File: src/rtl/seg7_pkg.sv
// Shared constants and types for the
// four-digit seven-segment scanner.
package seg7_pkg;

  localparam logic [7:0] SEG_OFF   = 8'hFF;
  localparam logic [3:0] DIG_OFF   = 4'hF;
  localparam int         DIV_DEF   = 5000;
  localparam int         BLANK_DEF = 2;

  typedef logic [1:0] idx_t;

  function automatic logic [3:0] dig_on(idx_t i);
    dig_on = ~(4'b0001 << i);
  endfunction

endpackage

File: src/rtl/seg7_prescaler.sv
// Slot position counter: counts 0..DIV-1,
// flags the last position of every slot.
module seg7_prescaler
  import seg7_pkg::*;
#(
  parameter int DIV = DIV_DEF,
  parameter int CW  = $clog2(DIV)
) (
  input  logic          clk,
  input  logic          rst,
  output logic [CW-1:0] cnt,
  output logic          wrap
);

  assign wrap = (cnt == CW'(DIV - 1));

  always_ff @(posedge clk or posedge rst) begin
    if (rst)       cnt <= '0;
    else if (wrap) cnt <= '0;
    else           cnt <= cnt + 1'b1;
  end

endmodule

File: src/rtl/seg7_scan.sv
// Time-multiplexed 4-digit segment driver with
// frame-synchronous shadow registers.
module seg7_scan
  import seg7_pkg::*;
#(
  parameter int DIV   = DIV_DEF,
  parameter int BLANK = BLANK_DEF
) (
  input  logic       CLK,
  input  logic       RST,
  input  logic [7:0] nHEX0,
  input  logic [7:0] nHEX1,
  input  logic [7:0] nHEX2,
  input  logic [7:0] nHEX3,
  output logic [7:0] nSEG,
  output logic [3:0] nDIG,
  output logic       FRAME
);

  localparam int CW = $clog2(DIV);

  logic [CW-1:0] cnt;
  logic          wrap;
  idx_t          idx;
  logic [7:0]    sh [4];
  logic [7:0]    hex [4];
  logic          primed;
  logic          load;
  logic          blank;
  logic [7:0]    seg_d;
  logic [3:0]    dig_d;

  seg7_prescaler #(
    .DIV (DIV),
    .CW  (CW)
  ) u_pre (
    .clk  (CLK),
    .rst  (RST),
    .cnt  (cnt),
    .wrap (wrap)
  );

  assign hex[0] = nHEX0;
  assign hex[1] = nHEX1;
  assign hex[2] = nHEX2;
  assign hex[3] = nHEX3;

  assign load = ~primed | (wrap & (idx == 2'd3));

  generate
    if (BLANK == 0) begin : g_noblank
      assign blank = 1'b0;
    end else begin : g_blank
      assign blank = (cnt < CW'(BLANK));
    end
  endgenerate

  always_ff @(posedge CLK or posedge RST) begin
    if (RST)       idx <= '0;
    else if (wrap) idx <= idx + 1'b1;
  end

  always_ff @(posedge CLK or posedge RST) begin
    if (RST) begin
      primed <= 1'b0;
      for (int i = 0; i < 4; i++) sh[i] <= SEG_OFF;
    end else if (load) begin
      primed <= 1'b1;
      for (int i = 0; i < 4; i++) sh[i] <= hex[i];
    end
  end

  // Before priming the shadows still hold reset
  // values, so the first digit is taken straight
  // from the inputs being loaded on that edge.
  always_comb begin
    dig_d = DIG_OFF;
    seg_d = SEG_OFF;
    if (!blank) begin
      dig_d = dig_on(idx);
      seg_d = primed ? sh[idx] : hex[idx];
    end
  end

  always_ff @(posedge CLK or posedge RST) begin
    if (RST) begin
      nSEG  <= SEG_OFF;
      nDIG  <= DIG_OFF;
      FRAME <= 1'b0;
    end else begin
      nSEG  <= seg_d;
      nDIG  <= dig_d;
      FRAME <= load;
    end
  end

endmodule

File: config.mk
export PLATFORM = sky130hd
export DESIGN_NAME = seg7_scan
export DESIGN_NICKNAME = d
export VERILOG_FILES = /design/src/rtl/seg7_pkg.sv /design/src/rtl/seg7_prescaler.sv /design/src/rtl/seg7_scan.sv
export SDC_FILE = /design/constraint.sdc
export NUM_CORES = 1
export LEC_CHECK = 0
export BUFFER_PORTS_ARGS = -buffer_cell sky130_fd_sc_hd__buf_2
export CAP_MARGIN = 25
export CORE_ASPECT_RATIO = 0.5
export CORE_MARGIN = 1
export CORE_UTILIZATION = 38
export CTS_BUF_LIST = sky130_fd_sc_hd__clkbuf_8 sky130_fd_sc_hd__clkbuf_16
export CTS_CLUSTER_DIAMETER = 50
export DETAILED_ROUTE_END_ITERATION = 6
export PLACE_DENSITY = 0.56
export SLEW_MARGIN = 30
export SYNTH_ARGS = -nofsm -noshare
export SYNTH_HDL_FRONTEND = slang
export SYNTH_SLANG_ARGS = --single-unit
File: constraint.sdc
create_clock -name CLK -period 2.8 [get_ports CLK]
set_input_delay 0.28 -clock CLK [delete_from_list [all_inputs] [get_ports CLK]]
set_output_delay 0.28 -clock CLK [all_outputs]
set_load 0.05 [all_outputs]
==> results.cfg, run 1 <==
[status]
status = completed

[clocking]
worstSkewPairLatency_ns = 0.33
postCtsSetupBuffers = 0
cts_root_buf = clkbuf_16
cts_resized = 0
clock-sinks = 61
hold_buffers = 0
cts_tree = done
clkTransAtPathRegs_ns = 0.05
htree_levels = 3
cts_inserted_buffers = 9
cts.path.max_buffers = 2

[logic_synthesis]
syn_avg_cell_area_um2 = 14.5
synth_top_area_share_pct = 38.1
synth_top_cell_by_area = dfstp_2
synthFlopType = dfstp_2
synth_cells = 209
ys_ff_latch = 61
synth_cell_types = 28
synth_commonest_cells = dfstp_2 (44), mux2_4 (29), nor2_1 (28), dfrtp_1 (17), mux4_2 (16)
synth.most_common_cell = dfstp_2
synth_edf_count = 0
yosysSeqAreaShare_pct = 52.2
syn_area_um2 = 3030
async_reset_ff_share_pct = 100
synth_nets = 248
ys_warn_count = 0
synthTopCellsByArea = dfstp_2 (38%), mux2_4 (14%), dfrtp_1 (14%)

[placed_design]
globalplace.congestion = 0.765
place_hpwl_mm = 3.93
io_buffers = 46
placedCellCount = 356
post-place-ws_ns = 0.713
dpl_cell_area_um2 = 3340

[floorplanning]
ios = 47
dieHeight_um = 65.2
die_area_um2 = 8360
core_area_um2 = 7510
die_x_um = 128
start_util_pct = 40.3
rows = 22

[worst_hold_path]
min-delay-path-class = input pin to asynchronous set/reset pin

[worst_setup_path]
worstSetupPathType = flop to flop
required_ns = 3.05
critical_path_arrival_ns = 2.34
endpoint_kind = flop
startpoint_type = flop
critPathMaxFanout = 33

[timing]
relSlewSlack_pct = 56.6
setup_viol = 0
hold_viol = 0
finClkSkew_ns = 0.00800
finalSetupTns_ns = 0
hold_ws_ns = 0.0424
worst_pin_slew_ns = 0.650
rsz0062_at_grt = no
max_freq_mhz = 478
fin_crit_sh_pct = 74.7
setup_slack_ns = 0.708
final-max-slew-violation-count = 0
fin_crit_ns = 2.09

[grt]
grt_pass1_vias = 1982
grt_usage_pct = 16.5
antenna_found_initial = 0
grt.overflow.total = 0
grt_pass1_wl_mm = 9.99
grt_start_max_net_pins = 34

[finish]
post-route-util_pct = 48.6
fin_area_um2 = 3650
antenna_cells = 0
drive_gt1_share_pct = 62.9
stdcell_count = 372
fillers = 663
fin_nets = 298
areaGrowthSynthToFinish_pct = 20.6

[route]
wirelength_mm = 5.87
vias_per_cell = 4.81
drtAntennaViolNets = 0
num_vias = 1791
drc = 0
drtIter0Drc = 61
drt_first_pass_iters = 4
wl_per_cell_um = 15.8

[pwr]
ir_drop_mv = 0.327
total_power_mw = 2.40
p_per_area_nw_per_um2 = 655
cellLeakagePower_nw = 1.57

[flow_run]
cap_viol_max_count = 0
[placed cells by master (no fill, tap or decap)]
cell        count
buf_2          46
dfstp_2        44
mux2_4         29
nor2_1         28
dfrtp_1        17
mux4_2         16
clkbuf_16       9
xnor2_1         8
o21ai_0         8
nand3_1         7
nand2_1         6
inv_1           5
ha_1            5
xor2_1          4
mux2_2          4
buf_4           4
nor3_1          3
clkbuf_8        3
nand4_1         2
and3_2          2
nor4_1          2
or4_4           1
nor3_4          1
clkinv_1        1
a41o_2          1
and2_2          1
nor2b_1         1
inv_2           1
bufinv_16       1
clkinvlp_4      1
clkinv_2        1
buf_12          1
conb_1          1
[metal layers]
metal  up-vias  part of all wire (%)  wire (um)  global-route usage, %
li1        834                     -          -                      -
met4         0                   1.3         74                   7.94
met5         -                     0          0                      0
met1       916                    46       2700                   20.3
met3         8                   3.8        223                   5.46
met2        33                    49       2870                   26.6
[power breakdown]
part | internal, mW | switching [mW]
Clock | 0.755 | 0.383
Combinational | 0.123 | 0.117
Sequential | 0.985 | 0.0319
Total | 1.86 | 0.532
[logic make-up (layout without fill, tap and decap cells)]
group | count (synthesis) | in the layout | share of synthesized area, %
other | 1 | 1 | 0.124
buffers and inverters | 18 | 73 | 4.25
adder cells (fa/ha/maj) | 5 | 5 | 2.06
AO/OA/AOI/OAI | 9 | 9 | 1.65
AND/OR/NAND/NOR | 54 | 54 | 8.54
XOR/XNOR | 12 | 12 | 3.47
flip-flops | 61 | 61 | 52.2
multiplexers | 49 | 49 | 27.7
[worst max-delay path: stages (launching register included)]
cell	delay [ns]
dfrtp_1	0.41
or4_4	0.56
nor3_4	0.17
a41o_2	0.25
buf_12	0.25
mux2_2	0.36
[worst paths after layout]
check,slack [ns],cells after the start,startpoint,endpoint
max,0.71,5,u_pre.cnt[5],sh[30]
max reg2reg,0.71,5,u_pre.cnt[5],sh[30]
max in group asynchronous,1.94,3,RST,sh[14]
min reg2reg,0.50,1,u_pre.cnt[0],u_pre.cnt[0]
min in group CLK,0.19,2,nHEX2[0],sh[8]
min,0.04,2,RST,u_pre.cnt[9]
[state kept, by name, summed over array words and instances, names as in the netlist]
signal	count
FRAME	1
nSEG	8
idx	2
nDIG	4
sh	32
u_pre.cnt	13
primed	1
[area by class of cell]
| type | count | area, um^2 | share of cell area (%) |
|---|---|---|---|
| clock inverter | 4 | 46.3 | 1.27 |
| inverter | 6 | 22.5 | 0.616 |
| tap | 108 | 135 | 3.70 |
| clock buffer | 12 | 267 | 7.29 |
| timing repair buffer | 51 | 280 | 7.67 |
| multi-input combinational | 130 | 1320 | 36.2 |
| sequential | 61 | 1580 | 43.3 |
No activity file was read; power rests on OpenSTA's default activity.
==> run 2, diff against run 1 <==
==> constraint.sdc (replaced) <==
create_clock -name CLK -period 2.07 [get_ports CLK]
set_input_delay 0.207 -clock CLK [delete_from_list [all_inputs] [get_ports CLK]]
set_output_delay 0.207 -clock CLK [all_outputs]
set_load 0.05 [all_outputs]
==> run 2 against run 1 <==
- global-route usage fell by 0.46 points
- sequential share of layout area fell by 1.2 points
- die area did not move
- wire length fell by 0.58%
- register-to-register slack got worse by 0.68 ns
- clock-buffer cell count fell by 2
- flip-flop and latch count did not move
- worst hold slack improved by 0.080 ns
- clock skew fell by 0.0020 ns
- via count rose by 0.95%
- critical path type unchanged
==> results.cfg, run 2 (synthesis results as in run 1) <==
[timing]
final-max-slew-violation-count = 0
hold_viol = 0
max_freq_mhz = 490
finClkSkew_ns = 0.00598
setup_viol = 0
fin_crit_sh_pct = 98.5
fin_crit_ns = 2.04

[route]
wl_per_cell_um = 15.3
wirelength_mm = 5.84
num_vias = 1808
drc = 0
drtIter0Drc = 116
drt_first_pass_iters = 4
drtAntennaViolNets = 0
vias_per_cell = 4.75

[finish]
final-seq-area_um2 = 1580
antenna_cells = 0
largest_reg_flops = 32
stdcell_count = 381
final_cell_mix = buf_2 (46), dfstp_2 (44), mux2_4 (29), nor2_1 (28), dfrtp_1 (17)
drive_gt1_share_pct = 63.4
fin_area_um2 = 3760
fin_nets = 307
fillers = 653
final_common_cell = buf_2
top_register = sh
reg_top3 = sh (32), u_pre.cnt (13), nSEG (8)
multi_input_area_um2 = 1330
areaGrowthSynthToFinish_pct = 24.0

[placed_design]
placedCellCount = 363
dpl_cell_area_um2 = 3420
globalplace.congestion = 0.764
place_hpwl_mm = 3.80
io_buffers = 46

[clocking]
cts.path.max_buffers = 2
htree_levels = 3
postCtsSetupBuffers = 0
clkTransAtPathRegs_ns = 0.05
cts_tree = done
cts_root_buf = clkbuf_16
clock-sinks = 61
cts_inserted_buffers = 9
worstSkewPairLatency_ns = 0.33

[floorplanning]
ios = 47
die_x_um = 128
dieHeight_um = 65.2
core_area_um2 = 7510
die_area_um2 = 8360
start_util_pct = 40.3
rows = 22

[worst_setup_path]
crit_family = simple AND/OR/NAND/NOR gates
cpPeakStageDelay_ns = 0.55
critPathSlowestCell = or4_4
startpoint_type = flop
worstSetupPathType = flop to flop
endpoint_kind = flop
cp-startpoint = u_pre.cnt[5]
r2r-end = sh[30]
crit_cells = 5
path_cells = or4_4 > nor3_4 > a41o_4 > buf_12 > mux2_2
worst-path-buf-inv = 1
r2r_cells = 5
crit_end = sh[30]
critPathMaxFanout = 13
critical_path_arrival_ns = 2.29
required_ns = 2.33
rrSetupSlack_ns = 0.03
r2r_start = u_pre.cnt[5]

[status]
status = completed

[pwr]
seq_power_share_pct = 43.1
p_per_area_nw_per_um2 = 847
cellLeakagePower_nw = 1.62
power_frac_comb_pct = 10.9
p_int_mw = 2.46
clkPwrFrac_pct = 46.0
ir_drop_mv = 0.403
swShare_pct = 22.6
power.net_switching_uw = 720

[grt]
grt_start_max_net_pins = 62
antenna_found_initial = 0
grt.overflow.total = 0
grt_pass1_vias = 1981
grt_usage_pct = 16.1
grt_pass1_wl_mm = 9.89

[worst_hold_path]
min-delay-path-class = input pin to flop

[flow_run]
cap_viol_max_count = 0
## run 2: power by group through the flow
stage               Clock, mW  Sequential, mW  Combinational, mW
global placement            0            1.38              0.332
global route             1.54            1.38              0.375
finish                   1.46            1.37              0.346
detailed placement          0            1.39              0.341
floorplan                   0            1.43              0.200
CTS                      1.49            1.37              0.345
## run 2: what timing repair did
item | CTS | global route
hold endpoints to repair | 17 | 0
gates resized for setup | 0 | 1
hold buffers | 1 | 0
endpoints found under the setup margin | 0 | 2
## run 2: metrics by stage
step	power, mW	setup WS (ns)	setup TNS [ns]	util (%)	hold WS, ns
after floorplan	1.63	0.149	0	-	0.354
after global placement	1.72	0.0656	0	45.5	0.289
after detailed placement	1.73	0.0384	0	45.5	0.295
after CTS	3.20	0.0165	0	49.6	0.114
after global routing	3.30	-0.0185	-0.0258	50.0	0.122
final	3.18	0.0311	0	50.0	0.122
## run 2: layout make-up
type	instances	share of cell area, %
Sequential cell	61	42.1
Timing Repair Buffer	60	10.5
Clock inverter	6	1.46
Tap cell	108	3.60
Clock buffer	10	6.36
Multi-Input combinational cell	130	35.5
Inverter	6	0.599
## run 2: worst min-delay path by stage
| stage | depth (start not counted) | slack [ns] | startpoint | to |
|---|---|---|---|---|
| floorplan | 1 | 0.35 | nHEX2[2] | sh[10] |
| global placement | 3 | 0.29 | RST | u_pre.cnt[2] |
| detailed placement | 3 | 0.29 | RST | u_pre.cnt[6] |
| CTS | 2 | 0.11 | nHEX3[6] | sh[6] |
| global route | 2 | 0.12 | nHEX3[6] | sh[6] |
| finish | 2 | 0.12 | nHEX3[6] | sh[6] |
## run 2: routing by layer
layer | GRT usage [%] | vias to the layer above | wire, um
met1 | 20.2 | 921 | 2710
met3 | 5.46 | 10 | 197
li1 | - | 849 | -
met5 | 0 | - | 0
met4 | 6.91 | 0 | 99
met2 | 25.5 | 28 | 2830
==> run 3, diff against run 2 <==
--- a/config.mk
+++ b/config.mk
@@ -9,11 +9,11 @@
 export CAP_MARGIN = 25
 export CORE_ASPECT_RATIO = 0.5
 export CORE_MARGIN = 1
-export CORE_UTILIZATION = 38
+export CORE_UTILIZATION = 40
 export CTS_BUF_LIST = sky130_fd_sc_hd__clkbuf_8 sky130_fd_sc_hd__clkbuf_16
 export CTS_CLUSTER_DIAMETER = 50
 export DETAILED_ROUTE_END_ITERATION = 6
-export PLACE_DENSITY = 0.56
+export PLACE_DENSITY = 0.59
 export SLEW_MARGIN = 30
 export SYNTH_ARGS = -nofsm -noshare
 export SYNTH_HDL_FRONTEND = slang
==> run 3 against run 2 <==
- power fell by 3.2%
- largest power group is now registers
- setup slack improved by 0.033 ns
- first-iteration DRC count decreased by 41%
- utilization is 0.51 points higher
- via count up 0.28%
- worst hold slack worse by 0.0058 ns
- fmax rose by 1.7%
- largest cell class unchanged
- critical endpoint is now sh[28]
- non-clock buffer count is the same
==> results.cfg, run 3 (synthesis results as in run 1) <==
[route]
drtIter0Drc = 68
wirelength_mm = 5.87
drt_first_pass_iters = 6
num_vias = 1813
wl_per_cell_um = 15.9
vias_per_cell = 4.91
drtAntennaViolNets = 0
drc = 0

[placed_design]
globalplace.congestion = 0.761
post-place-ws_ns = 0.0668
io_buffers = 46
placedCellCount = 352
dpl_cell_area_um2 = 3410
place_hpwl_mm = 3.98

[worst_setup_path]
crit_end = sh[28]
rrSetupSlack_ns = 0.06
r2r_start = u_pre.cnt[5]
critPathMaxFanout = 20
critical_path_arrival_ns = 2.26
startpoint_type = flop
r2r_cells = 5
cp-startpoint = u_pre.cnt[5]
r2r-end = sh[28]
endpoint_kind = flop
worstSetupPathType = flop to flop
required_ns = 2.33

[finish]
final_cell_mix = buf_2 (46), dfstp_2 (44), mux2_4 (29), nor2_1 (28), dfrtp_1 (17)
final_common_cell = buf_2
fin_nets = 307
areaGrowthSynthToFinish_pct = 22.0
reg_top3 = sh (32), u_pre.cnt (13), nSEG (8)
largest_reg_flops = 32
multi_input_area_um2 = 1320
fillers = 633
drive_gt1_share_pct = 64.1
final-seq-area_um2 = 1580
fin_area_um2 = 3700
post-route-util_pct = 50.5
top_register = sh
stdcell_count = 369
antenna_cells = 0

[floorplanning]
die_area_um2 = 7950
die_x_um = 125
dieHeight_um = 63.6
core_area_um2 = 7320
rows = 22
start_util_pct = 41.4
ios = 47

[timing]
fin_crit_ns = 2.01
hold_ws_ns = 0.117
max_freq_mhz = 499
rsz0062_at_grt = no
finalSetupTns_ns = 0
setup_slack_ns = 0.0644
relSlewSlack_pct = 62.2
finClkSkew_ns = 0.00620
final-max-slew-violation-count = 0
setup_viol = 0
fin_crit_sh_pct = 96.9
hold_viol = 0
worst_pin_slew_ns = 0.566

[clocking]
worstSkewPairLatency_ns = 0.33
cts.path.max_buffers = 2
cts_root_buf = clkbuf_16
clkTransAtPathRegs_ns = 0.06
htree_levels = 3
cts_tree = done
clock-sinks = 61
cts_inserted_buffers = 9
postCtsSetupBuffers = 0

[pwr]
p_per_area_nw_per_um2 = 832
ir_drop_mv = 0.510
cellLeakagePower_nw = 1.60
total_power_mw = 3.08

[worst_hold_path]
hp-start = nHEX2[1]
min-delay-path-class = input pin to flop

[status]
status = completed

[flow_run]
cap_viol_max_count = 0

[grt]
grt_pass1_vias = 1966
grt_pass1_wl_mm = 9.87
grt_usage_pct = 16.9
grt_start_max_net_pins = 37
antenna_found_initial = 0
grt.overflow.total = 0
-- run 3: cell count changes in the layout (fill, tap and decap cells not counted), sizes merged --
cell,delta
inv,-2
bufinv,-1
clkinv,+2
clkinvlp,+1
clkbuf,-1
buf,+1
-- run 3: where the power goes --
part	switching (mW)	total [mW]	internal, mW
clock	0.535	1.37	0.836
sequential	0.0381	1.37	1.33
combinational	0.164	0.339	0.176
total	0.737	3.08	2.34
-- run 3: critical path: stages, from the launching register on --
cell and delay (ns):
dfrtp_1 0.37, or4_4 0.55, nor3_4 0.16, a41o_2 0.28, buf_12 0.20, mux2_2 0.35
-- run 3: cell type report --
type | instances | area share (%)
sequential | 61 | 42.7
multi-input combinational | 130 | 35.7
timing repair buffer | 60 | 10.1
clock buffer | 10 | 6.46
tap | 96 | 3.25
clock inverter | 6 | 1.05
inverter | 6 | 0.609
-- run 3: metal layers --
metal	GRT usage, %	vias up	part of all wire, %
met2	27.4	28	48
met1	20.3	925	47
met5	0	-	0
met3	6.97	9	3.9
li1	-	851	-
met4	5.95	0	1.2
-- run 3: worst min-delay path by stage --
stage          endpoint  cells after the start
6_report          sh[9]                      2
5_1_grt          sh[19]                      2
4_1_cts           sh[9]                      2
3_5_place_dp      FRAME                      2
3_3_place_gp      FRAME                      2
2_1_floorplan    sh[10]                      1
-- run 3: timing repair --
action	CTS	global route
endpoints found under the hold margin	1	0
hold buffers	1	0
gates resized for setup	0	0
